$ cat src/rtl/sequential_divider_pkg.sv
// Shared definitions for the sequential signed divider: state encoding,
// datapath width, CALC step count and a two's-complement magnitude helper.
package sequential_divider_pkg;

   localparam int DIV_WIDTH = 32;

   // CALC runs from STEP_LAST down to 0 inclusive, i.e. DIV_WIDTH steps.
   localparam logic [4:0] STEP_LAST = 5'd31;

   typedef enum logic [1:0] {
      ST_IDLE = 2'd0,
      ST_CALC = 2'd1,
      ST_FIX  = 2'd2,
      ST_DONE = 2'd3
   } state_e;

   // Unsigned magnitude; the most negative value maps to 2^(DIV_WIDTH-1).
   function automatic logic [DIV_WIDTH-1:0] magnitude(input logic [DIV_WIDTH-1:0] v);
      return v[DIV_WIDTH-1] ? -v : v;
   endfunction

endpackage

$ cat src/rtl/sequential_divider_ripple_carry.sv
// Ripple-carry adder used for the divider's trial subtraction
// (sum = a + b + cin, cout is the carry out of the top bit).
module ripple_carry #(
   parameter int WIDTH = 32
) (
   input  logic [WIDTH-1:0] a_i,
   input  logic [WIDTH-1:0] b_i,
   input  logic             cin_i,
   output logic [WIDTH-1:0] sum_o,
   output logic             cout_o
);

   // Carry chain kept in a process-local variable so each stage is a
   // separate combinational node rather than a self-referencing vector.
   always_comb begin
      logic carry;
      carry = cin_i;
      sum_o = '0;
      for (int i = 0; i < WIDTH; i++) begin
         sum_o[i] = a_i[i] ^ b_i[i] ^ carry;
         carry    = (a_i[i] & b_i[i]) | (carry & (a_i[i] ^ b_i[i]));
      end
      cout_o = carry;
   end

endmodule

$ cat src/rtl/sequential_divider.sv
// Sequential signed divider: one restoring step per clock on operand magnitudes,
// sign fix-up afterwards; fixed latency regardless of operands.
module sequential_divider
   import sequential_divider_pkg::*;
#(
   parameter int WIDTH = DIV_WIDTH
) (
   input  logic             clk,
   input  logic             rst_n,
   input  logic             start,
   input  logic [WIDTH-1:0] A,
   input  logic [WIDTH-1:0] B,
   output logic             busy,
   output logic             done,
   output logic [WIDTH-1:0] q,
   output logic [WIDTH-1:0] r,
   output logic             div_by_zero
);

   state_e           state_q, state_d;
   logic [4:0]       cnt_q, cnt_d;
   logic [WIDTH-1:0] a_q, a_d;
   logic [WIDTH-1:0] b_q, b_d;
   logic [WIDTH-1:0] bmag_q, bmag_d;
   logic [WIDTH-1:0] rem_q, rem_d;
   logic [WIDTH-1:0] quo_q, quo_d;
   logic             a_neg_q, a_neg_d;
   logic             b_neg_q, b_neg_d;
   logic [WIDTH-1:0] q_q, q_d;
   logic [WIDTH-1:0] r_q, r_d;
   logic             dbz_q, dbz_d;

   logic [WIDTH-1:0] rem_shift;
   logic [WIDTH-1:0] trial_diff;
   logic             trial_carry;

   // Partial remainder stays below |B| <= 2^(WIDTH-1), so the shifted value fits WIDTH bits.
   assign rem_shift = {rem_q[WIDTH-2:0], quo_q[WIDTH-1]};

   ripple_carry #(
      .WIDTH (WIDTH)
   ) u_trial_sub (
      .a_i    (rem_shift),
      .b_i    (~bmag_q),
      .cin_i  (1'b1),
      .sum_o  (trial_diff),
      .cout_o (trial_carry)
   );

   always_comb begin
      state_d = state_q;
      cnt_d   = cnt_q;
      a_d     = a_q;
      b_d     = b_q;
      bmag_d  = bmag_q;
      rem_d   = rem_q;
      quo_d   = quo_q;
      a_neg_d = a_neg_q;
      b_neg_d = b_neg_q;
      q_d     = q_q;
      r_d     = r_q;
      dbz_d   = dbz_q;
      busy    = 1'b0;
      done    = 1'b0;

      case (state_q)
         ST_IDLE: begin
            if (start) begin
               a_d     = A;
               b_d     = B;
               quo_d   = magnitude(A);
               bmag_d  = magnitude(B);
               a_neg_d = A[WIDTH-1];
               b_neg_d = B[WIDTH-1];
               rem_d   = '0;
               cnt_d   = STEP_LAST;
               state_d = ST_CALC;
            end
         end
         ST_CALC: begin
            busy  = 1'b1;
            rem_d = trial_carry ? trial_diff : rem_shift;
            quo_d = {quo_q[WIDTH-2:0], trial_carry};
            cnt_d = cnt_q - 5'd1;
            if (cnt_q == '0) begin
               state_d = ST_FIX;
            end
         end
         ST_FIX: begin
            busy = 1'b1;
            // A zero divisor gets a fixed -1 / A result instead of the raw restoring output.
            if (b_q == '0) begin
               q_d   = '1;
               r_d   = a_q;
               dbz_d = 1'b1;
            end else begin
               q_d   = (a_neg_q ^ b_neg_q) ? -quo_q : quo_q;
               r_d   = a_neg_q ? -rem_q : rem_q;
               dbz_d = 1'b0;
            end
            state_d = ST_DONE;
         end
         ST_DONE: begin
            done    = 1'b1;
            state_d = ST_IDLE;
         end
         default: begin
            state_d = ST_IDLE;
         end
      endcase
   end

   always_ff @(posedge clk or negedge rst_n) begin
      if (!rst_n) begin
         state_q <= ST_IDLE;
         cnt_q   <= '0;
         a_q     <= '0;
         b_q     <= '0;
         bmag_q  <= '0;
         rem_q   <= '0;
         quo_q   <= '0;
         a_neg_q <= 1'b0;
         b_neg_q <= 1'b0;
         q_q     <= '0;
         r_q     <= '0;
         dbz_q   <= 1'b0;
      end else begin
         state_q <= state_d;
         cnt_q   <= cnt_d;
         a_q     <= a_d;
         b_q     <= b_d;
         bmag_q  <= bmag_d;
         rem_q   <= rem_d;
         quo_q   <= quo_d;
         a_neg_q <= a_neg_d;
         b_neg_q <= b_neg_d;
         q_q     <= q_d;
         r_q     <= r_d;
         dbz_q   <= dbz_d;
      end
   end

   assign q           = q_q;
   assign r           = r_q;
   assign div_by_zero = dbz_q;

endmodule

$ cat config.mk
export PLATFORM = sky130hd
export DESIGN_NAME = sequential_divider
export DESIGN_NICKNAME = d
export VERILOG_FILES = /design/src/rtl/sequential_divider_pkg.sv /design/src/rtl/sequential_divider_ripple_carry.sv /design/src/rtl/sequential_divider.sv
export SDC_FILE = /design/constraint.sdc
export NUM_CORES = 1
export LEC_CHECK = 0
export ABC_AREA = 1
export BUFFER_PORTS_ARGS = -buffer_cell sky130_fd_sc_hd__buf_4
export CAP_MARGIN = 20
export CORE_ASPECT_RATIO = 1.25
export CORE_UTILIZATION = 45
export CTS_BUF_LIST = sky130_fd_sc_hd__clkbuf_8
export DETAILED_ROUTE_END_ITERATION = 12
export HOLD_SLACK_MARGIN = 0.05
export PLACE_DENSITY = 0.72
export SLEW_MARGIN = 5
export SYNTH_ARGS = -nofsm -noshare
export SYNTH_HDL_FRONTEND = slang
export SYNTH_SLANG_ARGS = --single-unit
$ cat constraint.sdc
create_clock -name clk -period 12.25 [get_ports clk]
set_clock_uncertainty 0.2 [all_clocks]
set_input_delay 1.225 -clock clk [delete_from_list [all_inputs] [get_ports clk]]
set_output_delay 1.225 -clock clk [all_outputs]
set_load 0.05 [all_outputs]
# == Yosys cells after proc, flatten, opt, wreduce, memory -nomap -nowiden ==
# Index checks and enable logic that the tools add are counted.
# op_classes
n_addsub,5
eq_ne,5
muxes,19
n_bitwise,161
reduce_logical,8
# op_table
cell,count
32-bit two-way mux,9
32-bit negator,4
32-bit case mux with 2 select lines,2
1-bit XOR,64
1-bit bitwise AND,63
32-bit logical NOT,1
32-bit NOT,1
1-bit bitwise OR,32
5-bit case mux with 2 select lines,1
2-bit case mux with 4 select lines,1
2-bit AND reduction,3
5-bit logical NOT,1
5-bit two-way mux,1
"5-bit by 1-bit subtractor with 5-bit output, second input constant",1
"2-bit equality test, second input constant",2
2-bit two-way mux,2
"2-bit inequality test, second input constant",2
1-bit two-way mux,3
"2-bit by 1-bit equality test with 1-bit output, second input constant",1
2-bit logical NOT,1
2-bit nonzero test,1
2-bit OR reduction,1
1-bit NOT,1
# word_totals
reg_bits,234
input_bits,67
output_inout_bits,67
wordCells,210

# == Longest topological paths before layout ==
# Gate-level depths: netlist of run 1.
# depth
word_depth,67
mapped_depth,45
ltp_nobuf,42

# == Cells and area by module ==
# Synthesis of run 1 repeated with hierarchy kept, for this count alone.
# unflattened
cells_unflattened,1882
hier_area_um2,13787.0
# by_module_without_submodules
module,instances,cells_per_inst,area_per_inst_um2,seq_area_each_um2
sequential_divider,1,1840,13108.8,5780.5
ripple_carry,1,42,678.2,0.0

# == Worst setup path before layout of run 1 ==
# OpenSTA, ideal clock, no wires.
# synth_path
kind,flip-flop to flip-flop
start,reg quo_q[31]
end,reg rem_q[10]
setup_time_ps,141
t_arrival_ps,12687
required_time_ps,11909
setup_slack_ps,-778
path_stages_with_launch,46
path_buffers,3
synth_period_minus_slack_ps,13028
path_cell_list,dfrtp_1 > inv_1 > ha_1 > inv_1 > fa_1 > inv_1 > fa_1 > inv_1 > fa_1 > fa_1 > fa_1 > fa_1 > fa_1 > fa_1 > fa_1 > fa_1 > fa_1 > fa_1 > (+10 left out) > fa_1 > fa_1 > fa_1 > fa_1 > fa_1 > fa_1 > inv_1 > fa_1 > fa_1 > inv_1 > fa_1 > buf_2 > inv_1 > buf_2 > buf_1 > nand2_1 > o21ai_0 > o22ai_1
# synth_between
elab_chain_len,66
word_cells_on_any_way,68
classes_between,mux: 2; bitwise: 66
# synth_rtl
element,line_no,rtl
start: declaration,sequential_divider.sv:26,"logic [WIDTH-1:0] quo_q, quo_d;"
start signal: assignment,sequential_divider.sv:134,quo_q <= quo_d;
1-bit bitwise AND / 1-bit XOR (equally long branches),sequential_divider_ripple_carry.sv:21,carry = (a_i[i] & b_i[i]) | (carry & (a_i[i] ^ b_i[i]));
1-bit bitwise OR (*),sequential_divider_ripple_carry.sv:21,
1-bit bitwise AND (*),sequential_divider_ripple_carry.sv:21,
1-bit bitwise OR (*),sequential_divider_ripple_carry.sv:21,
1-bit bitwise AND (*),sequential_divider_ripple_carry.sv:21,
1-bit bitwise OR (*),sequential_divider_ripple_carry.sv:21,
1-bit bitwise AND (*),sequential_divider_ripple_carry.sv:21,
1-bit bitwise OR (*),sequential_divider_ripple_carry.sv:21,
(+50 left out),-,
1-bit bitwise AND,sequential_divider_ripple_carry.sv:21,
1-bit bitwise OR,sequential_divider_ripple_carry.sv:21,
1-bit bitwise AND,sequential_divider_ripple_carry.sv:21,
1-bit bitwise OR,sequential_divider_ripple_carry.sv:21,
1-bit bitwise AND,sequential_divider_ripple_carry.sv:21,
1-bit bitwise OR,sequential_divider_ripple_carry.sv:21,
32-bit two-way mux (*),sequential_divider.sv:82,rem_d = trial_carry ? trial_diff : rem_shift;
32-bit case mux with 2 select lines (*),sequential_divider.sv:66,case (state_q)
end signal: assignment,sequential_divider.sv:133,rem_q <= rem_d;
end: declaration,sequential_divider.sv:25,"logic [WIDTH-1:0] rem_q, rem_d;"
# Mark *: on every way between the ends. The rest lies on a longest branch, timed or not.
# A chain may end at the register's enable or synchronous reset.

# == Worst setup path after layout of run 1 ==
# layout_path
start,reg quo_q[31]
end,reg rem_q[4]
# layout_between
elab_chain_len,66
word_cells_on_any_way,68
classes_between,mux: 2; bitwise: 66
# layout_rtl
element,line_no
1-bit bitwise AND / 1-bit XOR (equally long branches),sequential_divider_ripple_carry.sv:21
1-bit bitwise OR (*),sequential_divider_ripple_carry.sv:21
1-bit bitwise AND (*),sequential_divider_ripple_carry.sv:21
1-bit bitwise OR (*),sequential_divider_ripple_carry.sv:21
1-bit bitwise AND (*),sequential_divider_ripple_carry.sv:21
1-bit bitwise OR (*),sequential_divider_ripple_carry.sv:21
1-bit bitwise AND (*),sequential_divider_ripple_carry.sv:21
1-bit bitwise OR (*),sequential_divider_ripple_carry.sv:21
(+50 left out),-
1-bit bitwise AND,sequential_divider_ripple_carry.sv:21
1-bit bitwise OR,sequential_divider_ripple_carry.sv:21
1-bit bitwise AND,sequential_divider_ripple_carry.sv:21
1-bit bitwise OR,sequential_divider_ripple_carry.sv:21
1-bit bitwise AND,sequential_divider_ripple_carry.sv:21
1-bit bitwise OR,sequential_divider_ripple_carry.sv:21
32-bit two-way mux (*),sequential_divider.sv:82
32-bit case mux with 2 select lines (*),sequential_divider.sv:66
# Marks and branches as above.

==> results of run 1 <==
## registers in the layout (all words and copies together), names as in the netlist
name         count
b_q             32
div_by_zero      1
a_q             32
q               32
cnt_q            5
state_q          2
rem_q           32
r               32
bmag_q          31
quo_q           32
## through the flow
| step | area [um2] | hold WS [ns] | total power [mW] |
|---|---|---|---|
| 2_1_floorplan | 14150 | 0.2479 | 3.441 |
| 3_3_place_gp | 15430 | 0.2620 | 4.223 |
| 3_5_place_dp | 15450 | 0.2674 | 4.301 |
| 4_1_cts | 16520 | 0.2845 | 5.253 |
| 5_1_grt | 16720 | 0.3021 | 5.841 |
| 6_report | 16720 | 0.2812 | 5.417 |
## worst paths after layout
| path | end | start | slack [ns] | cells after the start |
|---|---|---|---|---|
| worst max register to register | rem_q[4] | quo_q[31] | 0.13 | 44 |
| worst min register to register | a_q[14] | a_q[14] | 0.28 | 2 |
| min in group asynchronous | b_q[17] | rst_n | 0.42 | 1 |
| worst max-delay path | rem_q[4] | quo_q[31] | 0.13 | 44 |
| max in group asynchronous | quo_q[9] | rst_n | 9.36 | 4 |
| worst min-delay path | a_q[14] | a_q[14] | 0.28 | 2 |
## cell families after synthesis
logic type / after synthesis / share of synthesized area (%)
buffers and inverters: 301 / 8.643
AOI/OAI and AO/OA: 347 / 13.38
DFF: 231 / 41.04
adders and majority gates: 42 / 5.383
and+or+nand+nor: 1031 / 30.69
xor gates and xnor gates: 14 / 0.8705
## cell type report
class | instances | area, um2 | area share [%]
clock inverters | 23 | 242.7 | 1.452
well taps | 407 | 509.2 | 3.046
repair buffers | 161 | 1359 | 8.128
flip-flops and latches | 231 | 5781 | 34.58
clock buffers | 52 | 715.7 | 4.281
multi-input cells | 1434 | 7272 | 43.50
inverters | 221 | 839.6 | 5.022
## layer usage
layer  global-route usage, %  part of all wire, %  vias to the layer above
met5                       0                    0                        -
met3                   4.112                  5.9                      139
met4                   16.30                  5.4                        0
met2                   50.16                   50                      552
met1                   33.46                   39                     6514
li1                        -                    -                     6607
## tightest hold or removal path: cells and delay by family, from the launching register on
family,cells,cell delay [ns]
AO/OA/AOI/OAI,1,0.06
flip-flops,1,0.33
AND/OR/NAND/NOR,1,0.05
## synth_stat cells, drive strengths merged
cell type / instances
a21oi: 75
nor2: 237
clkbuf: 36
nand4: 29
o221ai: 5
fa: 31
or2: 7
buf: 44
nand3b: 2
nor4: 2
inv: 221
a31oi: 8
o21a: 3
o22ai: 32
nand2: 566
xor2: 14
o311ai: 1
o21ai: 199
nand3: 178
ha: 11
o211ai: 22
a22oi: 2
nor3: 10
dfrtp: 231
## repair_timing
item                       in CTS  in global routing
hold buffers                    0                  0
setup endpoints to repair      33                 33
resized for setup              18                 55
hold endpoints to repair        0                  0
gates cloned                    2                  2
pin swaps                       2                 12
setup buffers                   1                  3
## power by group through the flow
stage | Clock [mW] | Combinational [mW] | Sequential (mW)
6_report | 0.837 | 3.16 | 1.42
3_3_place_gp | 0 | 2.82 | 1.41
2_1_floorplan | 0 | 1.75 | 1.70
5_1_grt | 0.885 | 3.50 | 1.46
3_5_place_dp | 0 | 2.89 | 1.41
4_1_cts | 0.849 | 3.00 | 1.41
==> results.cfg, run 1 <==
[sta]
max_freq_mhz = 82.52
fin_setup_tns_ns = 0
hold_violations = 0
fin_ws_ns = 0.1313
relSlewSlack_pct = 35.83
drv_slew = 0
rsz0062_at_grt = true
finalSetupViolCount = 0
period_share_pct = 98.93
layout_min_cycle_time_ns = 12.12
worst_slew_pin_slew_ns = 0.9626

[flow_run]
drv_cap = 0

[power_and_ir_drop]
irDropWorstVdd_mv = 0.1906
p_leak_nw = 8.322
p_clk_share_pct = 15.5
intPower_mw = 2.711
power_density_nw_per_um2 = 324.0
seq_power_share_pct = 26.1
combPwrFrac_pct = 58.4
switching_power_mw = 2.706
swShare_pct = 49.95

[die]
core_area_um2 = 30900
num_io_pins = 134
die_x_um = 160.2
die_area_um2 = 32020
initial_core_util_pct = 45.59
rows = 72
die_h_um = 199.8

[global_routing]
grt_usage_pct = 28.51
grt_start_max_net_pins = 93
grt_overflow_total = 0
grt_pass1_vias = 13500
grt_pass1_wl_um = 71390
antenna_found_initial = 0

[placed_design]
dp_slack_ns = -0.4259
gp_congestion = 0.9363
portBuffers = 133
dp.cells = 2446
dp_hpwl_um = 33280

[route]
drt_iter0_markers = 1236
wl_per_cell_um = 17.94
routed-via-count = 13810
viasPerCell = 5.461
drc_errors = 0
dr.pass1.iters = 6
drtAntennaViolNets = 0
wl_um = 45360

[clocking]
clkTransAtPathRegs_ns = 0.07
cts_buffers = 41
cts-root-buf = clkbuf_8
cts_tree = yes
cts_sinks = 231
clock_path_buffers = 3
clk_latency_ns = 0.56
htreeDepth = 2

[yosys]
ys_seq_elements = 231
synth_area_um2 = 14090
yosys.area.top_type_share_pct = 41.04
syn_inst = 1966
netlist_top_cells_area = dfrtp_1 41%, nand2_1 15%, o21ai_0 6.6%, nor2_1 6.1%, nand3_1 6.1%
ys_types = 40
mappedNetlistNets = 2075
synth_area_per_cell_um2 = 7.165
ys_seq_area_share_pct = 41.04
yosys.area.top_type = dfrtp_1
ys_warn_count = 0

[setup_path]
cp_max_fo = 5
critPathKind = reg2reg
start_kind = flip-flop
cpMostUsedCell = fa_2
critPathCaptureType = flip-flop
critPathTopFamily = adder cells
path_buf_inv = 9
slowest_stage = dfrtp_1
worstPathArrival_ns = 12.34
worstPathRequired_ns = 12.47
cp_slowest_stage_delay_ns = 0.39

[finish]
n_fill_cell = 2923
area_growth_pct = 18.69
stdcell_count = 2529
fin_nets = 2199
final_cell_mix = 545 x nand2_1, 231 x dfrtp_1, 230 x nor2_1
drive_gt1_share_pct = 15.74
layout_commonest_cell = nand2_1
antenna_cells = 0
utilization_pct = 54.11

[hold_path]
hold_path.class = reg2reg

[outcome]
status = finished clean
(Power assumes the default switching activity.)
==> run 2: changes to the inputs <==
--- a/config.mk
+++ b/config.mk
@@ -14,6 +14,7 @@
 export DETAILED_ROUTE_END_ITERATION = 12
 export HOLD_SLACK_MARGIN = 0.05
 export PLACE_DENSITY = 0.72
+export SETUP_SLACK_MARGIN = 0.5
 export SLEW_MARGIN = 5
 export SYNTH_ARGS = -nofsm -noshare
 export SYNTH_HDL_FRONTEND = slang
==> results.cfg, run 2 (synthesis results as in run 1) <==
[die]
rows = 72
die_area_um2 = 32020
initial_core_util_pct = 45.59
core_area_um2 = 30900
die_x_um = 160.2
num_io_pins = 134
die_h_um = 199.8

[setup_path]
critPathKind = reg2reg
r2r_start = quo_q[31]
path_buf_inv = 9
worstPathRequired_ns = 12.46
cp_max_fo = 8
cp_slowest_stage_delay_ns = 0.40
rr_worst_depth = 43
cpMostUsedCell = fa_2
slowest_stage = dfrtp_1
start_kind = flip-flop
r2r_slack_ns = 0.01
critPathTopFamily = adder cells
critPathCaptureType = flip-flop
worstPathArrival_ns = 12.45
reg2reg_to = rem_q[29]

[finish]
layout_commonest_cell = nand2_1
seqCellArea_um2 = 5781
stdcell_count = 2530
area_growth_pct = 19.04
fin_nets = 2202
multi_input_area_um2 = 7263
utilization_pct = 54.27
drive_gt1_share_pct = 15.59
n_fill_cell = 2918
antenna_cells = 0
final_cell_mix = 549 x nand2_1, 231 x dfrtp_1, 230 x nor2_1

[route]
wl_um = 46070
routed-via-count = 13990
wl_per_cell_um = 18.21
drt_iter0_markers = 1140
drtAntennaViolNets = 0
viasPerCell = 5.531
drc_errors = 0
dr.pass1.iters = 7

[power_and_ir_drop]
power_density_nw_per_um2 = 329.5
p_leak_nw = 8.344
irDropWorstVdd_mv = 0.2291

[global_routing]
use_met1_pct = 34.58
grt_usage_pct = 29.02
grt_busiest_layer = met2
gr-usage-met3_pct = 4.483
grt_pass1_wl_um = 72690
grt_overflow_total = 0
antenna_found_initial = 0
grt_start_max_net_pins = 85
met2_usage_pct = 50.37
grt_pass1_vias = 13830

[sta]
drv_slew = 0
fin_setup_tns_ns = 0
finalSetupViolCount = 0
hold_slack_ns = 0.2711
layout_min_cycle_time_ns = 12.24
rsz0062_at_grt = true
worst_slew_pin_slew_ns = 0.9696
max_freq_mhz = 81.71
relSlewSlack_pct = 35.36
period_share_pct = 99.90
hold_violations = 0
fin_ws_ns = 0.01187

[clocking]
clkTransAtPathRegs_ns = 0.06
htreeDepth = 2
cts-root-buf = clkbuf_8
cts_tree = yes
clock_path_buffers = 3
holdBufCountCts = 0
clk_latency_ns = 0.57
cts_sinks = 231
cts_buffers = 41

[outcome]
status = finished clean

[placed_design]
portBuffers = 133
dp.cells = 2438
gp_congestion = 0.9317
dp_hpwl_um = 32700
dp_slack_ns = -0.02983

[hold_path]
hold_path.class = reg2reg
hp-start = q[22]
hold_depth = 2
min_to = q[22]

[flow_run]
drv_cap = 0
run 2: cell count changes in the layout (fill, tap and decap cells not counted), moves of 3 or more:
| cell | change |
|---|---|
| o21ai_0 | -13 |
| inv_1 | +3 |
| bufinv_16 | -3 |
| nand2_4 | -4 |
| clkbuf_8 | +7 |
| nand2_1 | +4 |
| clkinv_2 | -7 |
| o21ai_1 | +11 |
run 2: layout make-up:
| type | instances | area share (%) |
|---|---|---|
| inverters | 221 | 5.007 |
| well taps | 407 | 3.037 |
| flip-flops and latches | 231 | 34.47 |
| clock buffers | 59 | 4.843 |
| repair buffers | 164 | 8.655 |
| multi-input cells | 1434 | 43.31 |
| clock inverters | 14 | 0.6715 |
run 2: layer usage:
layer | wire length (um) | part of all wire (%)
met1 | 18210 | 40
met2 | 22700 | 49
met4 | 2514 | 5.5
met3 | 2646 | 5.7
met5 | 0 | 0
run 2: what timing repair did:
action | CTS | global route
endpoints found under the hold margin | 0 | 0
setup endpoints to repair | 33 | 33
buffers inserted | 6 | 5
resized for setup | 16 | 53
pin swaps | 2 | 11
cloned | 4 | 3
run 2: where the power goes:
group | switching [mW] | internal (mW)
clock | 0.336 | 0.467
sequential | 0.279 | 1.14
combinational | 2.14 | 1.17
total | 2.75 | 2.77
run 2: per-stage QoR:
step | power [mW] | cell area (um2)
final | 5.524 | 16770
after global routing | 5.941 | 16770
after CTS | 5.289 | 16540
after detailed placement | 4.302 | 15430
after global placement | 4.218 | 15400
after floorplan | 3.457 | 14190
run 2: worst max path at each step:
stage	slack, ns	endpoint	depth (start not counted)	from
CTS	0.12	rem_q[24]	43	quo_q[31]
global placement	0.22	quo_q[0]	43	quo_q[31]
detailed placement	-0.03	quo_q[0]	43	quo_q[31]
floorplan	0.53	rem_q[16]	45	quo_q[31]
global route	-0.18	rem_q[29]	43	quo_q[31]
finish	0.01	rem_q[29]	43	quo_q[31]
run 2: worst reg2reg max path: cells and delay by family, from the launching register on:
family,cells,cell delay (ns)
flops,1,0.40
compound gates,2,0.24
buf+inv,9,0.71
fa+ha+maj,32,10.56
==> run 3: changes to the inputs <==
--- a/config.mk
+++ b/config.mk
@@ -9,11 +9,11 @@
 export BUFFER_PORTS_ARGS = -buffer_cell sky130_fd_sc_hd__buf_4
 export CAP_MARGIN = 20
 export CORE_ASPECT_RATIO = 1.25
-export CORE_UTILIZATION = 45
+export CORE_UTILIZATION = 40
 export CTS_BUF_LIST = sky130_fd_sc_hd__clkbuf_8
 export DETAILED_ROUTE_END_ITERATION = 12
 export HOLD_SLACK_MARGIN = 0.05
-export PLACE_DENSITY = 0.72
+export PLACE_DENSITY = 0.66
 export SETUP_SLACK_MARGIN = 0.5
 export SLEW_MARGIN = 5
 export SYNTH_ARGS = -nofsm -noshare
==> results.cfg, run 3 (synthesis results as in run 1) <==
[outcome]
status = finished clean

[finish]
fin_nets = 2197
layout_commonest_cell = nand2_1
drive_gt1_share_pct = 16.20
area_growth_pct = 18.75
utilization_pct = 48.33
final_cell_mix = 530 x nand2_1, 231 x dfrtp_1, 230 x nor2_1
multi_input_area_um2 = 7356
seqCellArea_um2 = 5781
antenna_cells = 0
n_fill_cell = 3518
final_area_um2 = 16730

[clocking]
cts_sinks = 231
holdBufCountCts = 0
htreeDepth = 2
clkTransAtPathRegs_ns = 0.06
clock_path_buffers = 3
cts_tree = yes
clk_latency_ns = 0.56
cts_buffers = 41
cts-root-buf = clkbuf_8

[route]
viasPerCell = 5.301
routed-wl-met3_um = 2483
wl_per_cell_um = 17.80
dr.pass1.iters = 7
drt_iter0_markers = 1138
dr_wl_met2_um = 22750
wl_um = 46000
routed-via-count = 13700
topRoutingLayerUsed = met4
drtAntennaViolNets = 0
wl_met1_um = 18310
drc_errors = 0

[global_routing]
grt_pass1_vias = 13410
antenna_found_initial = 0
grt_usage_pct = 25.88
grt_pass1_wl_um = 72080
grt_start_max_net_pins = 93
grt_overflow_total = 0

[die]
initial_core_util_pct = 40.70
rows = 76
core_area_um2 = 34610
die_area_um2 = 35970
die_x_um = 169.8
die_h_um = 211.8
num_io_pins = 134

[sta]
period_share_pct = 98.98
relSlewSlack_pct = 34.77
max_freq_mhz = 82.48
drv_slew = 0
hold_violations = 0
finalSetupViolCount = 0
fin_setup_tns_ns = 0
worst_slew_pin_slew_ns = 0.9784
fin_ws_ns = 0.1255
layout_min_cycle_time_ns = 12.12
rsz0062_at_grt = true

[placed_design]
gp_congestion = 0.8984
dp_hpwl_um = 33300
portBuffers = 133
dp_slack_ns = 0.03709
dpl_cell_area_um2 = 15480

[flow_run]
drv_cap = 0

[setup_path]
r2r_start = b_q[0]
r2r_slack_ns = 0.13
slowest_stage = dfrtp_1
cp_max_fo = 7
start_kind = flip-flop
worstPathArrival_ns = 12.34
rr_worst_depth = 43
reg2reg_to = rem_q[16]
critPathCaptureType = flip-flop
critPathKind = reg2reg
worstPathRequired_ns = 12.46
cp_slowest_stage_delay_ns = 0.42
cpMostUsedCell = fa_2

[hold_path]
hold_path.class = reg2reg
min_to = r[26]
hold_depth = 2
hp-start = r[26]

[power_and_ir_drop]
p_leak_nw = 8.300
power_mw = 5.420
power_density_nw_per_um2 = 324.0
irDropWorstVdd_mv = 0.1960
## run 3: cell count changes in the layout (fill, tap and decap cells not counted), moves of 5 or more
| cell | delta |
|---|---|
| nand2_4 | +8 |
| nand2_2 | +11 |
| o21ai_2 | +6 |
| clkbuf_8 | -5 |
| nand2_1 | -19 |
| inv_1 | +5 |
## run 3: metrics by stage
step / std cells / hold slack (ns)
floorplan: 1966 / 0.2479
global placement: 2499 / 0.2629
detailed placement: 2499 / 0.2650
CTS: 2581 / 0.2825
global route: 2585 / 0.2967
finish: 2585 / 0.2803
## run 3: worst max path at each step
stage / cells past startpoint / endpoint / startpoint
after global placement: 43 / rem_q[28] / quo_q[31]
final: 43 / rem_q[16] / b_q[0]
after global routing: 44 / rem_q[16] / quo_q[31]
after floorplan: 45 / rem_q[16] / quo_q[31]
after CTS: 44 / rem_q[8] / quo_q[31]
after detailed placement: 43 / rem_q[16] / quo_q[31]
## run 3: what timing repair did
action,4_1_cts,5_1_grt
gates resized for setup,32,67
pin swaps,1,2
setup buffers,7,2
gates cloned,3,2
setup endpoints to repair,33,33
## run 3: layout make-up
class                           count  area share (%)
Clock buffer                       54           4.443
Clock inverter                     18          0.6059
Sequential cell                   231           34.56
Timing Repair Buffer              159           7.914
Inverter                          221           5.004
Multi-Input combinational cell   1434           43.97
Tap cell                          468           3.501
## run 3: routing by layer
layer	track usage, %	vias up
met5	0	-
li1	-	6618
met4	14.10	0
met1	31.21	6490
met2	44.45	475
met3	3.608	119
## run 3: critical path: cells and delay by family (launching register included)
family	cells	cell delay, ns
adders and majority gates	32	10.43
buffers and inverters	8	0.62
DFF	1	0.42
AOI/OAI and AO/OA	2	0.23
and+or+nand+nor	1	0.05
## run 3: where the power goes
part           internal [mW]  switching [mW]  total [mW]  leakage [nW]
logic                   1.12            2.13        3.25          4.99
clock network          0.414           0.337       0.751         0.484
registers               1.14           0.280        1.41          2.82
